===== config.mk =====
export PLATFORM = sky130hd
export DESIGN_NAME = csr_machine_file
export DESIGN_NICKNAME = d
export VERILOG_FILES = /design/src/rtl/csr_pkg.sv /design/src/rtl/csr_machine_file_counter64.sv /design/src/rtl/csr_machine_file.sv
export SDC_FILE = /design/constraint.sdc
export NUM_CORES = 1
export LEC_CHECK = 0
export BUFFER_PORTS_ARGS = -buffer_cell sky130_fd_sc_hd__buf_2
export CORE_MARGIN = 2
export CORE_UTILIZATION = 25
export CTS_CLUSTER_DIAMETER = 120
export CTS_CLUSTER_SIZE = 8
export DETAILED_ROUTE_END_ITERATION = 6
export SYNTH_ARGS = -nofsm -noshare
export SYNTH_HDL_FRONTEND = slang
export SYNTH_SLANG_ARGS = --single-unit

===== constraint.sdc =====
create_clock -name CLK -period 3.8 [get_ports CLK]
set_clock_uncertainty 0.2 [all_clocks]
set_input_delay 0 -clock CLK [delete_from_list [all_inputs] [get_ports CLK]]
set_output_delay 0 -clock CLK [all_outputs]
set_load 0.005 [all_outputs]

===== src/rtl/csr_pkg.sv =====
// Shared CSR definitions for the CPU-X machine-mode CSR file.
// Addresses, operation encoding and XLEN-parametric mcause helpers.
package csr_pkg;

  typedef enum logic [1:0] {
    CSR_WRITE = 2'b01,
    CSR_SET   = 2'b10,
    CSR_CLEAR = 2'b11
  } csr_op_t;

  localparam logic [11:0] CSR_MSTATUS       = 12'h300;
  localparam logic [11:0] CSR_MISA          = 12'h301;
  localparam logic [11:0] CSR_MIE           = 12'h304;
  localparam logic [11:0] CSR_MTVEC         = 12'h305;
  localparam logic [11:0] CSR_MSTATUSH      = 12'h310;
  localparam logic [11:0] CSR_MCOUNTINHIBIT = 12'h320;
  localparam logic [11:0] CSR_MSCRATCH      = 12'h340;
  localparam logic [11:0] CSR_MEPC          = 12'h341;
  localparam logic [11:0] CSR_MCAUSE        = 12'h342;
  localparam logic [11:0] CSR_MTVAL         = 12'h343;
  localparam logic [11:0] CSR_MIP           = 12'h344;
  localparam logic [11:0] CSR_MCYCLE        = 12'hB00;
  localparam logic [11:0] CSR_MINSTRET      = 12'hB02;
  localparam logic [11:0] CSR_MCYCLEH       = 12'hB80;
  localparam logic [11:0] CSR_MINSTRETH     = 12'hB82;
  localparam logic [11:0] CSR_MVENDORID     = 12'hF11;
  localparam logic [11:0] CSR_MARCHID       = 12'hF12;
  localparam logic [11:0] CSR_MIMPID        = 12'hF13;
  localparam logic [11:0] CSR_MHARTID       = 12'hF14;

  localparam logic [4:0] IRQ_MSI = 5'd3;
  localparam logic [4:0] IRQ_MTI = 5'd7;
  localparam logic [4:0] IRQ_MEI = 5'd11;

  function automatic int mcause_int_bit(input int xlen);
    return xlen - 1;
  endfunction

  function automatic logic [63:0] mcause_int_mask(input int xlen);
    return 64'd1 << mcause_int_bit(xlen);
  endfunction

endpackage


===== src/rtl/csr_machine_file_counter64.sv =====
// 64-bit event counter with inhibit and split/full write ports.
// Any write takes precedence over the increment for the whole counter.
module csr_counter64 (
  input  logic        clk,
  input  logic        rst_n,
  input  logic        inhibit,
  input  logic        inc,
  input  logic        we_lo,
  input  logic        we_hi,
  input  logic        we_full,
  input  logic [63:0] wdata,
  output logic [63:0] value
);

  always_ff @(posedge clk or negedge rst_n) begin
    if (!rst_n) begin
      value <= '0;
    end else if (we_full) begin
      value <= wdata;
    end else if (we_lo) begin
      value[31:0] <= wdata[31:0];
    end else if (we_hi) begin
      value[63:32] <= wdata[31:0];
    end else if (inc && !inhibit) begin
      value <= value + 64'd1;
    end
  end

endmodule


===== src/rtl/csr_machine_file.sv =====
// Machine-mode CSR file and trap unit beside the execute stage.
// Handles CSR RMW, exceptions, interrupts, MRET and fetch redirects.
module csr_machine_file
  import csr_pkg::*;
#(
  parameter int              XLEN        = 32,
  parameter logic [XLEN-1:0] HART_ID     = '0,
  parameter logic [XLEN-1:0] MTVEC_RESET = '0
) (
  input  logic            CLK,
  input  logic            nRST,
  input  logic            csr_en,
  input  csr_op_t         csr_op,
  input  logic            csr_we,
  input  logic [11:0]     csr_addr,
  input  logic [XLEN-1:0] csr_wdata,
  output logic [XLEN-1:0] csr_rdata,
  output logic            csr_illegal,
  input  logic            inst_retired,
  input  logic            exc_valid,
  input  logic [4:0]      exc_cause,
  input  logic [XLEN-1:0] exc_pc,
  input  logic [XLEN-1:0] exc_tval,
  input  logic            mret,
  input  logic            irq_ext,
  input  logic            irq_timer,
  input  logic            irq_soft,
  output logic            int_req,
  input  logic            int_ack,
  input  logic [XLEN-1:0] int_pc,
  output logic            redirect_valid,
  output logic [XLEN-1:0] redirect_pc
);

  localparam bit X32 = (XLEN == 32);
  localparam logic [XLEN-1:0] ALIGN = XLEN'(3);
  localparam logic [XLEN-1:0] INT_BIT =
    XLEN'(mcause_int_mask(XLEN));
  localparam logic [XLEN-1:0] MXL =
    X32 ? XLEN'(1) : XLEN'(2);
  localparam logic [XLEN-1:0] MISA =
    (MXL << (XLEN - 2)) | XLEN'(32'h1100);

  logic            st_mie, st_mpie;
  logic [2:0]      ie;
  logic            cy_inh, ir_inh;
  logic [XLEN-1:0] mtvec_r, mscratch_r;
  logic [XLEN-1:0] mepc_r, mcause_r, mtval_r;
  logic [63:0]     cyc, ins;

  logic [2:0]      ip, pend;
  logic [4:0]      int_code;
  logic [XLEN-1:0] rdata, nv;
  logic [XLEN-1:0] trap_base, int_target;
  logic            impl, wr;
  logic [63:0]     cnt_wdata;

  assign ip   = {irq_ext, irq_timer, irq_soft};
  assign pend = ip & ie;
  assign int_req = st_mie & (|pend);

  always_comb begin
    int_code = IRQ_MTI;
    if (pend[2])      int_code = IRQ_MEI;
    else if (pend[0]) int_code = IRQ_MSI;
  end

  assign trap_base  = mtvec_r & ~ALIGN;
  assign int_target = mtvec_r[0]
    ? trap_base + (XLEN'(int_code) << 2)
    : trap_base;

  always_comb begin
    rdata = '0;
    impl  = 1'b1;
    case (csr_addr)
      CSR_MISA:      rdata = MISA;
      CSR_MVENDORID,
      CSR_MARCHID,
      CSR_MIMPID:    rdata = '0;
      CSR_MHARTID:   rdata = HART_ID;
      CSR_MSTATUS:
        rdata = XLEN'({2'b11, 3'b0, st_mpie,
                       3'b0, st_mie, 3'b0});
      CSR_MSTATUSH:  impl = X32;
      CSR_MTVEC:     rdata = mtvec_r;
      CSR_MIE:
        rdata = XLEN'({ie[2], 3'b0, ie[1],
                       3'b0, ie[0], 3'b0});
      CSR_MIP:
        rdata = XLEN'({ip[2], 3'b0, ip[1],
                       3'b0, ip[0], 3'b0});
      CSR_MSCRATCH:  rdata = mscratch_r;
      CSR_MEPC:      rdata = mepc_r;
      CSR_MCAUSE:    rdata = mcause_r;
      CSR_MTVAL:     rdata = mtval_r;
      CSR_MCOUNTINHIBIT:
        rdata = XLEN'({ir_inh, 1'b0, cy_inh});
      CSR_MCYCLE:    rdata = cyc[XLEN-1:0];
      CSR_MINSTRET:  rdata = ins[XLEN-1:0];
      CSR_MCYCLEH: begin
        rdata = X32 ? XLEN'(cyc[63:32]) : '0;
        impl  = X32;
      end
      CSR_MINSTRETH: begin
        rdata = X32 ? XLEN'(ins[63:32]) : '0;
        impl  = X32;
      end
      default:       impl = 1'b0;
    endcase
  end

  assign csr_rdata   = rdata;
  assign csr_illegal = csr_en &
    (~impl | ((csr_addr[11:10] == 2'b11) & csr_we));

  always_comb begin
    case (csr_op)
      CSR_WRITE: nv = csr_wdata;
      CSR_SET:   nv = rdata | csr_wdata;
      CSR_CLEAR: nv = rdata & ~csr_wdata;
      default:   nv = rdata;
    endcase
  end

  // Any trap or MRET in the same cycle swallows the CSR write
  assign wr = csr_en & csr_we & ~csr_illegal &
              ~(exc_valid | int_ack | mret);

  always_ff @(posedge CLK or negedge nRST) begin
    if (!nRST) begin
      st_mie         <= 1'b0;
      st_mpie        <= 1'b0;
      ie             <= '0;
      cy_inh         <= 1'b0;
      ir_inh         <= 1'b0;
      mtvec_r        <= MTVEC_RESET;
      mscratch_r     <= '0;
      mepc_r         <= '0;
      mcause_r       <= '0;
      mtval_r        <= '0;
      redirect_valid <= 1'b0;
      redirect_pc    <= '0;
    end else begin
      redirect_valid <= 1'b0;
      if (exc_valid) begin
        mepc_r         <= exc_pc & ~ALIGN;
        mcause_r       <= XLEN'(exc_cause);
        mtval_r        <= exc_tval;
        st_mpie        <= st_mie;
        st_mie         <= 1'b0;
        redirect_valid <= 1'b1;
        redirect_pc    <= trap_base;
      end else if (int_ack) begin
        mepc_r         <= int_pc & ~ALIGN;
        mcause_r       <= INT_BIT | XLEN'(int_code);
        mtval_r        <= '0;
        st_mpie        <= st_mie;
        st_mie         <= 1'b0;
        redirect_valid <= 1'b1;
        redirect_pc    <= int_target;
      end else if (mret) begin
        st_mie         <= st_mpie;
        st_mpie        <= 1'b1;
        redirect_valid <= 1'b1;
        redirect_pc    <= mepc_r;
      end else if (wr) begin
        case (csr_addr)
          CSR_MSTATUS: begin
            st_mie  <= nv[3];
            st_mpie <= nv[7];
          end
          CSR_MTVEC:
            mtvec_r <= {nv[XLEN-1:2],
                        nv[1] ? mtvec_r[1:0] : nv[1:0]};
          CSR_MIE:      ie <= {nv[11], nv[7], nv[3]};
          CSR_MSCRATCH: mscratch_r <= nv;
          CSR_MEPC:     mepc_r <= nv & ~ALIGN;
          CSR_MCAUSE:   mcause_r <= nv;
          CSR_MTVAL:    mtval_r <= nv;
          CSR_MCOUNTINHIBIT: begin
            cy_inh <= nv[0];
            ir_inh <= nv[2];
          end
          default: ;
        endcase
      end
    end
  end

  assign cnt_wdata = 64'(nv);

  csr_counter64 u_mcycle (
    .clk     (CLK),
    .rst_n   (nRST),
    .inhibit (cy_inh),
    .inc     (1'b1),
    .we_lo   (X32 && wr && csr_addr == CSR_MCYCLE),
    .we_hi   (wr && csr_addr == CSR_MCYCLEH),
    .we_full (!X32 && wr && csr_addr == CSR_MCYCLE),
    .wdata   (cnt_wdata),
    .value   (cyc)
  );

  csr_counter64 u_minstret (
    .clk     (CLK),
    .rst_n   (nRST),
    .inhibit (ir_inh),
    .inc     (inst_retired),
    .we_lo   (X32 && wr && csr_addr == CSR_MINSTRET),
    .we_hi   (wr && csr_addr == CSR_MINSTRETH),
    .we_full (!X32 && wr && csr_addr == CSR_MINSTRET),
    .wdata   (cnt_wdata),
    .value   (ins)
  );

endmodule


==> Word level (Yosys, flattened, before mapping) <==
Cells that the tools add are included.
{ "word_totals": {"regBits": 327, "elab_cells": 145, "output_inout_bits": 67, "in_bits": 158} }
{ "op_classes": {"add_sub_neg": 3, "muxes": 45, "reduce_logical": 30, "n_eq_ne": 28, "bitwise_logic": 22} }
{ "op_table": {"columns": ["operator", "count"], "rows": [
  ["$mux 32", 25],
  ["$pmux 32 s14", 1],
  ["$eq 12x10->1 const B", 11],
  ["$add 64x1->64 const B", 2],
  ["$mux 64", 2],
  ["$eq 12x12->1 const B", 8],
  ["$pmux 32 s3", 1],
  ["$add 32x7->32", 1],
  ["$and 32x32->32", 1],
  ["$not 32->32", 1],
  ["$or 32x32->32", 1],
  ["$reduce_and 5->1", 4],
  ["$reduce_or 19->1", 1],
  ["$reduce_bool 3->1", 5],
  ["$mux 1", 14],
  ["$reduce_and 2->1", 5],
  ["$not 1->1", 9],
  ["$reduce_and 3->1", 3],
  ["$ne 2x1->1 const B", 4],
  ["$reduce_bool 4->1", 2],
  ["$and 1x1->1", 6],
  ["$eq 2x2->1 const B", 3],
  ["$reduce_and 6->1", 1],
  ["$logic_and 1x1->1", 5],
  ["9 further kinds", 12]
]} }

==> Longest topological paths before layout <==
Gate-level depths: netlist of run 1.
{ "logic_depth": {"word_depth": 13, "ltp_mapped": 12} }

==> By module <==
Synthesis of run 1 repeated with hierarchy kept, for this count alone.
{ "unflattened": {"hier_cells": 2598, "area_unflattened_um2": 21929.8} }
{ "by_module_without_submodules": {"columns": ["mod", "seq_area_each_um2", "cells_per_inst", "n_inst", "area_per_inst_um2"], "rows": [
  ["csr_machine_file", 4879.7, 1633, 1, 13730.7],
  ["csr_counter64 (u_minstret)", 1601.5, 484, 1, 4130.2],
  ["csr_counter64 (u_mcycle)", 1601.5, 481, 1, 4068.9]
]} }

==> Least setup slack after synthesis of run 1 <==
Ideal clock, no wire load.
{ "synth_timing": {"path_kind": "flip-flop to flip-flop", "from": "register ie[2]", "to": "register redirect_pc[20]", "path_stages_with_launch": 11, "setup_time_ns": 0.136, "required_ns": 3.464, "t_arrival_ns": 2.315, "path_buffers": 0, "slack_ns": 1.149, "period_less_slack_ns": 2.651, "path_cell_list": "dfrtp_1 > and2_1 > a21oi_1 > ha_1 > nor2b_1 > o21a_1 > o21ai_0 > nor4_1 > nand3_1 > mux2i_1 > a21oi_1"} }
{ "synth_between": {"elab_chain_len": 6} }
{ "synth_rtl": {"columns": ["element", "line", "rtl"], "rows": [
  ["start: declaration", "csr_machine_file.sv:45", "logic [2:0] ie;"],
  ["start signal: assignment", "csr_machine_file.sv:176", "CSR_MIE: ie <= {nv[11], nv[7], nv[3]};"],
  ["$and 3x3->3", "csr_machine_file.sv:59", "assign pend = ip & ie;"],
  ["$mux 5", "csr_machine_file.sv:64", "if (pend[2]) int_code = IRQ_MEI;"],
  ["$add 32x7->32", "csr_machine_file.sv:70", "? trap_base + (XLEN'(int_code) << 2)"],
  ["$mux 32", "csr_machine_file.sv:70", null],
  ["$mux 32", "csr_machine_file.sv:154", "end else if (int_ack) begin"],
  ["$mux 32", "csr_machine_file.sv:146", "if (exc_valid) begin"],
  ["end signal: assignment", "csr_machine_file.sv:153", "redirect_pc <= trap_base;"],
  ["end signal: assignment", "csr_machine_file.sv:161", "redirect_pc <= int_target;"],
  ["end signal: assignment", "csr_machine_file.sv:166", "redirect_pc <= mepc_r;"],
  ["end: declaration", "csr_machine_file.sv:32", "output logic [XLEN-1:0] redirect_pc"]
]} }
Every way passes these cells.
A chain may end at the register's enable or synchronous reset.

==> Worst setup path after layout of run 1 <==
{ "layout_timing": {"from": "input port csr_addr[3]", "to": "register mtval_r[3]"} }
{ "layout_between": {"elab_chain_len": 11} }
{ "layout_rtl": {"columns": ["element", "line", "rtl"], "rows": [
  ["start: declaration", "csr_machine_file.sv:15", "input logic [11:0] csr_addr,"],
  ["$eq 12x12->1, or another cell as far along", "csr_machine_file.sv:76", "case (csr_addr)"],
  ["$reduce_or 19->1 (no line)", null, null],
  ["$mux 1", "csr_machine_file.sv:76", null],
  ["$not 1->1", "csr_machine_file.sv:115", "(~impl | ((csr_addr[11:10] == 2'b11) & csr_we));"],
  ["$or 1x1->1", "csr_machine_file.sv:115", null],
  ["$and 1x1->1", "csr_machine_file.sv:114", "assign csr_illegal = csr_en &"],
  ["$not 1->1", "csr_machine_file.sv:127", "assign wr = csr_en & csr_we & ~csr_illegal &"],
  ["$and 1x1->1 (2 in a row)", "csr_machine_file.sv:127", null],
  ["$reduce_bool 3->1 (no line)", null, null],
  ["$reduce_and 3->1 (no line)", null, null],
  ["end signal: assignment", "csr_machine_file.sv:149", "mtval_r <= exc_tval;"],
  ["end signal: assignment", "csr_machine_file.sv:180", "CSR_MTVAL: mtval_r <= nv;"],
  ["end: declaration", "csr_machine_file.sv:48", "logic [XLEN-1:0] mepc_r, mcause_r, mtval_r;"]
]} }
Parallel ways exist; a longest one is shown, timed or not. The select of a mux whose other input is x is not followed.

==> qor.log, run 1 <==
qor: route.drc 0
qor: route.final_antenna_net_count 0
qor: place.post_dp_cell_area 24,070 um^2
qor: synth.synthesis.yosys.warnings 0
qor: route.route.final.wire_length 115,000 um
qor: critical_path.r2r-start u_minstret.value[46]
qor: critical_path.r2r.worst_path.cells 8
qor: critical_path.cpMaxStageDelayCell and4bb_1
qor: place.place.detailed.hpwl 85,620 um
qor: hold_path.timing.hold.worst.start exc_tval[5]
qor: power.leak 11.45 nW
qor: floorplanning.core.rowCount 106
qor: grt.global_route_total_usage_across_every_layer 26.03%
qor: floorplanning.placeableCoreArea 83,290 um^2
qor: timing.fin_worst_hold_slack -0.01188 ns
qor: route.dr_total_vias 23,788
qor: cts.cts_tree done
qor: route.drt_iter0_drc 3,555
qor: place.number_of_cells_after_detailed_placement 3,745
qor: layout.regArea 8083 um^2
qor: critical_path.timing_worst_setup_path_type in2reg
qor: floorplanning.ioPinCount 225
qor: critical_path.cp.required 4.08 ns
qor: cts.cts_sinks 323
qor: floorplanning.chipWidth 293.5 um
qor: synth.ys_seq_area_share 38.58%
qor: route.post_drt_wl_per_cell 28.77 um
qor: critical_path.max_stage_delay 0.64 ns
qor: cts.clk_latency 0.61 ns
qor: timing.least_setup_slack_across_all_paths_after_layout -0.05807 ns
qor: grt.grt_start_max_net_pins 94
qor: synth.synth_ff_type dfrtp_1
qor: critical_path.crit_chain dlygate4sd3_1 > buf_2 > buf_4 > and4bb_1 > and3_1 > nand2_1 > buf_4 > a32oi_1 > dlygate4sd3_1 > o21ai_0 > dlygate4sd3_1
qor: layout.area_used_by_multi_input_combinational_logic 11,850 um^2
qor: grt.grt_pass1_wl 163,400 um
qor: hold_path.timing.hold.worst_endpoint mtval_r[5]
qor: synth.post_synth_inst_count 2,463
qor: grt.grt.met3_usage 6.241%
qor: timing.final-max-slew-violation-count 0
qor: critical_path.timing.critical_path.buf_inv 6
qor: flow_run.maxCapViolCount 0
qor: place.numPortBuffers 218
qor: floorplanning.initial_utilization 25.16%
qor: critical_path.crit-reg2reg-capture mtval_r[14]
qor: floorplanning.dieArea 86,140 um^2
qor: timing.grt_setup_unrepaired false
qor: layout.area.growth.synth_to_final 30.39%
qor: critical_path.crit_path_frequent_cell dlygate4sd3_1
qor: grt.grt-ovfl-total 0
qor: run_status.violations negative hold slack, negative setup slack
qor: grt.busiest_layer_in_global_routing met2
qor: synth.area_of_the_mapped_netlist 20,950 um^2
qor: critical_path.path_delay_family buffers and inverters
qor: critical_path.worst_setup_path_start_kind input pin
qor: route.viasPerCell 5.953
qor: grt.grt_pass1_vias 21,995
qor: critical_path.register_to_register_setup_slack 0.31 ns
qor: synth.share_of_flip_flops_with_an_asynchronous_set_or_reset 100.0%
qor: hold_path.hp-class in2reg
qor: synth.ys_types 106
qor: synth.postSynthRegisterBits 323
qor: cts.cts_inserted_buffers 46
qor: grt.global_route.usage.met2 38.38%
qor: layout.most_common_library_cell_in_the_layout_ignoring_fill_and_taps dfrtp_1
qor: cts.cts_root_buf clkbuf_16
qor: cts.clk_pin_slew_worst_paths 0.05 ns
qor: grt.grt_antenna_before_repair 11
qor: timing.finalWorstPathRequiredPeriod 3.858 ns
qor: grt.groute.layer.met1.usage 35.19%
qor: synth.synth.avg_cell_area 8.507 um^2
qor: power.irDropWorstVdd 316.7 uV
qor: timing.finalHoldViolations 1
qor: critical_path.critical_path_peak_fanout 15
qor: critical_path.worst-endpoint-arrival 4.14 ns
qor: power.cellPowerDensity 319.8 nW/um^2
qor: layout.post-route-cell-area 27,320 um^2
qor: route.drt_first_pass_iters 7
qor: synth.synth_enable_flop_cells 0
qor: floorplanning.die_height 293.5 um
qor: timing.timing.final.setup_violations 3
qor: layout.fraction_of_final_layout_cells_sized_beyond_drive_strength_1 19.11%
qor: run_status.status finished with violations
qor: hold_path.min_delay_path_depth 4
qor: timing.tightestPinTransition 1.343 ns
qor: layout.filler_cell_count 8,752
qor: cts.cts.htree.levels 2
qor: place.gp_routability_congestion 1.025
qor: layout.finalNonFillerCells 3,996
qor: timing.fmax 259.2 MHz
qor: layout.layout_common_cells 323 x dfrtp_1, 272 x nand2_1, 216 x buf_2
qor: critical_path.worstSetupEndpointType flop
qor: timing.final.period_utilization 101.5%
qor: cts.cts-root-to-sink-buffers 3
qor: timing.remaining_max_slew_budget_at_the_tightest_pin 10.11%
qor: layout.num-nets-final 3,076
area by class of cell:
type	count	share of cell area (%)
inverter	71	0.9755
timing repair buffer	592	16.66
multi-input combinational	1879	43.38
clock inverter	4	0.2290
antenna	1	0.009160
tap	1080	4.946
sequential	323	29.59
clock buffer	46	4.213
metrics by stage:
stage	util, %	hold WS, ns	power [mW]	setup TNS [ns]	setup WS, ns
after detailed placement	28.90	-0.08086	4.771	0	0.4853
after global placement	28.90	-0.06838	4.766	0	0.4732
after floorplan	-	-0.4956	4.090	0	1.149
after CTS	32.71	0.0009907	8.698	0	0.02771
final	32.80	-0.01188	8.736	-0.09772	-0.05807
after global routing	32.80	0.04992	8.945	0	0.008725
sequential cells by signal, summed over array words and instances (netlist names), 3 cells and up:
| register | count |
|---|---|
| u_mcycle.value | 64 |
| ie | 3 |
| mtvec_r | 31 |
| mepc_r | 30 |
| redirect_pc | 30 |
| u_minstret.value | 64 |
| mtval_r | 32 |
| mcause_r | 32 |
| mscratch_r | 32 |
report_power, final:
part	switching (mW)	total [mW]	internal [mW]	leakage, nW
registers	0.119	3.65	3.53	4.19
logic	0.810	1.33	0.522	6.67
clock network	1.62	3.75	2.14	0.590
total	2.55	8.74	6.19	11.4
worst max-delay path by stage:
stage | cells past startpoint | from | slack (ns) | end
global route | 11 | csr_addr[3] | 0.009 | mtval_r[3]
floorplan | 10 | ie[2] | 1.15 | redirect_pc[20]
finish | 11 | csr_addr[3] | -0.06 | mtval_r[3]
detailed placement | 9 | csr_addr[10] | 0.49 | u_mcycle.value[40]
global placement | 10 | ie[2] | 0.47 | redirect_pc[25]
CTS | 11 | csr_addr[10] | 0.03 | mepc_r[8]
worst register-to-register path: cells and delay by family, from the launching register on:
| kind | cells | cell delay [ns] |
|---|---|---|
| multiplexers | 1 | 0.45 |
| flip-flops | 1 | 0.45 |
| buffers and inverters | 2 | 0.82 |
| AND/OR/NAND/NOR | 1 | 0.83 |
| AO/OA/AOI/OAI | 4 | 0.63 |
cells in the mapped netlist (43+ instances only):
| library cell | instances | area [um^2] |
|---|---|---|
| buf_2 | 44 | 220.2 |
| inv_1 | 68 | 255.2 |
| mux2_2 | 43 | 484.2 |
| nand4_1 | 68 | 425.4 |
| a21oi_1 | 184 | 920.9 |
| dfrtp_1 | 323 | 8083 |
| nand3_1 | 99 | 495.5 |
| nor3_1 | 59 | 295.3 |
| nand2_1 | 275 | 1032 |
| and3_1 | 50 | 312.8 |
| xnor2_1 | 57 | 499.2 |
| a22oi_1 | 61 | 457.9 |
| nor2_1 | 177 | 664.4 |
| clkbuf_1 | 119 | 446.7 |
| o21ai_0 | 189 | 945.9 |
| a211oi_1 | 51 | 382.9 |
layer usage:
layer | vias up | wire length, um
met5 | - | 51
met4 | 8 | 7456
met3 | 390 | 13050
met2 | 1670 | 48550
met1 | 11627 | 45870
li1 | 10093 | -
timing repair:
item	4_1_cts	5_1_grt
hold endpoints to repair	522	0
gates resized for setup	0	4
endpoints found under the setup margin	0	22
buffers inserted	0	6
hold buffers	194	0
kinds of logic (layout without fill, tap and decap cells):
| kind of cell | count (synthesis) | count (layout) | share of synthesized area [%] |
|---|---|---|---|
| xor+xnor | 90 | 90 | 3.762 |
| compound gates | 809 | 809 | 25.95 |
| mux | 83 | 83 | 4.252 |
| buf+inv | 262 | 713 | 5.261 |
| fa+ha+maj | 5 | 5 | 0.2986 |
| simple gates | 890 | 890 | 21.89 |
| flops | 323 | 323 | 38.58 |
| other cells | 1 | 3 | 0.01790 |
Note: power is estimated with default switching activity, not from simulation.
==> run 2: changes to the inputs <==
- CAP_MARGIN: not set -> 20
- clock period: 3.8 -> 4.5 ns (I/O delays scaled with it)
==> run 2 against run 1 <==
Net effect: the run now ends clean; combinational power fell by 20%; highest routed layer unchanged; sequential share of layout area rose by 0.94 points; wire length fell by 2.6%; setup slack improved by 0.17 ns; largest cell class unchanged; sequential cell count did not move; cell area fell by 3.1%; hold slack improved by 0.043 ns; via count fell by 2.1%; core utilization fell by 1.0 points; global-route usage fell by 0.77 points; sequential power fell by 15%; clock power fell by 15%.
==> qor.log, run 2 (synthesized netlist as in run 1, its figures left out) <==
qor: grt.grt_start_max_net_pins 106
qor: critical_path.worst_setup_path_start_kind input pin
qor: critical_path.critical_path_peak_fanout 28
qor: critical_path.register_to_register_setup_slack 0.77 ns
qor: critical_path.r2r.worst_path.cells 8
qor: power.irDropWorstVdd 238.6 uV
qor: route.routed-wl-met3 13,820 um
qor: route.route.top_layer_used met5
qor: grt.grt_antenna_before_repair 6
qor: timing.finalHoldViolations 0
qor: critical_path.timing_worst_setup_path_type in2reg
qor: timing.grt_setup_unrepaired false
qor: grt.grt_pass1_wl 159,100 um
qor: hold_path.hp-class in2reg
qor: route.drt_iter0_drc 3,485
qor: layout.layout_common_cells 323 x dfrtp_1, 275 x nand2_1, 216 x buf_2
qor: cts.clk_pin_slew_worst_paths 0.05 ns
qor: place.number_of_cells_after_detailed_placement 3,673
qor: grt.grt-ovfl-total 0
qor: floorplanning.initial_utilization 25.16%
qor: timing.remaining_max_slew_budget_at_the_tightest_pin 16.01%
qor: layout.num-nets-final 2,983
qor: critical_path.crit_chain dlygate4sd3_1 > buf_2 > nor3_1 > dlygate4sd3_1 > buf_4 > inv_1 > nor3b_2 > buf_6 > and2_1 > buf_6 > o31a_1 > nor2_1 > a21oi_1 > dlygate4sd3_1 > o21ai_0 > dlygate4sd3_1
qor: power.leak 10.97 nW
qor: layout.most_common_library_cell_in_the_layout_ignoring_fill_and_taps dfrtp_1
qor: layout.area.growth.synth_to_final 26.37%
qor: cts.clk_latency 0.61 ns
qor: hold_path.timing.hold.worst.start exc_tval[31]
qor: floorplanning.die_height 293.5 um
qor: route.dr_total_vias 23,288
qor: critical_path.worstSetupEndpointType flop
qor: floorplanning.placeableCoreArea 83,290 um^2
qor: hold_path.min_delay_path_depth 4
qor: route.drt_first_pass_iters 7
qor: route.final_antenna_net_count 0
qor: critical_path.cpMaxStageDelayCell dlygate4sd3_1
qor: timing.finalWorstPathRequiredPeriod 4.392 ns
qor: critical_path.path_delay_family buffers and inverters
qor: timing.timing.final.setup_violations 0
qor: cts.cts_root_buf clkbuf_16
qor: cts.cts_inserted_buffers 46
qor: critical_path.max_stage_delay 0.57 ns
qor: floorplanning.core.rowCount 106
qor: route.detail_route_met2_wl 46,740 um
qor: critical_path.cp.required 4.76 ns
qor: floorplanning.dieArea 86,140 um^2
qor: place.numPortBuffers 218
qor: run_status.status finished, final reports clean
qor: timing.final.setup.tns 0 ns
qor: route.post_drt_wl_per_cell 28.68 um
qor: layout.reg_top3 u_mcycle.value (64), u_minstret.value (64)
qor: timing.fin_worst_hold_slack 0.03122 ns
qor: place.gp_routability_congestion 1.010
qor: critical_path.crit-reg2reg-capture u_minstret.value[56]
qor: cts.cts_sinks 323
qor: flow_run.maxCapViolCount 0
qor: critical_path.worst-endpoint-arrival 4.66 ns
qor: cts.cts-root-to-sink-buffers 3
qor: route.route.final.wire_length 111,900 um
qor: cts.cts.htree.levels 2
qor: route.viasPerCell 5.967
qor: grt.global_route_total_usage_across_every_layer 25.26%
qor: route.drc 0
qor: hold_path.timing.hold.worst_endpoint mtval_r[31]
qor: power.cellPowerDensity 276.4 nW/um^2
qor: grt.grt_pass1_vias 21,681
qor: floorplanning.chipWidth 293.5 um
qor: route.m1WireLength 43,980 um
qor: timing.final-max-slew-violation-count 0
qor: critical_path.r2r-start u_minstret.value[22]
qor: timing.final.period_utilization 97.61%
qor: timing.fmax 227.7 MHz
qor: timing.tightestPinTransition 1.255 ns
qor: critical_path.timing.critical_path.buf_inv 9
qor: critical_path.crit_path_frequent_cell dlygate4sd3_1
qor: floorplanning.ioPinCount 225
qor: layout.fraction_of_final_layout_cells_sized_beyond_drive_strength_1 16.91%
qor: cts.cts_tree done
qor: layout.finalNonFillerCells 3,903
qor: place.place.detailed.hpwl 81,420 um
qor: layout.utilization 31.79%
-- run 2: cell types whose count changed in the layout (fill, tap and decap cells not counted), moves of 2 or more --
cell / delta
dlygate4sd3_1: -15
nand2_2: -3
buf_6: +2
buf_4: -73
o21ai_2: +2
buf_12: -7
nand2_1: +3
o21ai_1: -2
-- run 2: layout make-up --
cell class                      count  area, um^2
Clock inverter                      3       43.79
Sequential cell                   323        8083
Tap cell                         1080        1351
Fill cell                        8731       56810
Multi-Input combinational cell   1879       11840
Timing Repair Buffer              499        3736
Clock buffer                       46        1151
Antenna cell                        2       5.005
Inverter                           71       266.5
-- run 2: metrics by stage --
stage | total power [mW] | area, um^2 | setup slack, ns
floorplan | 3.454 | 20960 | 1.849
global placement | 3.987 | 23460 | 0.7735
detailed placement | 3.989 | 23460 | 0.7369
CTS | 7.285 | 26470 | 0.1454
global route | 7.477 | 26470 | 0.002423
finish | 7.317 | 26480 | 0.1078
-- run 2: power breakdown --
group	switching, mW	internal (mW)
Sequential	0.104	2.98
Combinational	0.658	0.400
Clock	1.38	1.80
Total	2.14	5.18
-- run 2: layer usage --
layer	track usage, %	up-vias
li1	-	9910
met1	34.03	11367
met2	36.29	1659
met3	6.944	344
met4	14.07	8
met5	0	-
-- run 2: how the worst max path moves through the flow --
stage,startpoint,end,cells past startpoint
6_report,mret,mepc_r[27],16
5_1_grt,mret,mepc_r[27],16
4_1_cts,mret,mepc_r[27],16
3_5_place_dp,csr_addr[0],mcause_r[30],10
3_3_place_gp,csr_addr[0],mcause_r[30],10
2_1_floorplan,ie[2],redirect_pc[20],10
-- run 2: worst register-to-register path, stage by stage, from the launching register on --
cell           delay (ns)
dfrtp_1              0.48
nand3_1              0.16
nor4_1               0.79
nand4_1              0.40
nor2_1               0.57
a21oi_1              0.14
o21ai_0              0.17
o211ai_1             0.11
dlygate4sd3_1        0.58
-- run 2: what timing repair did --
action | CTS | global route
buffers inserted | 0 | 0
gates resized for setup | 0 | 2
setup endpoints to repair | 0 | 1
hold endpoints to repair | 529 | 0
hold buffers | 179 | 0
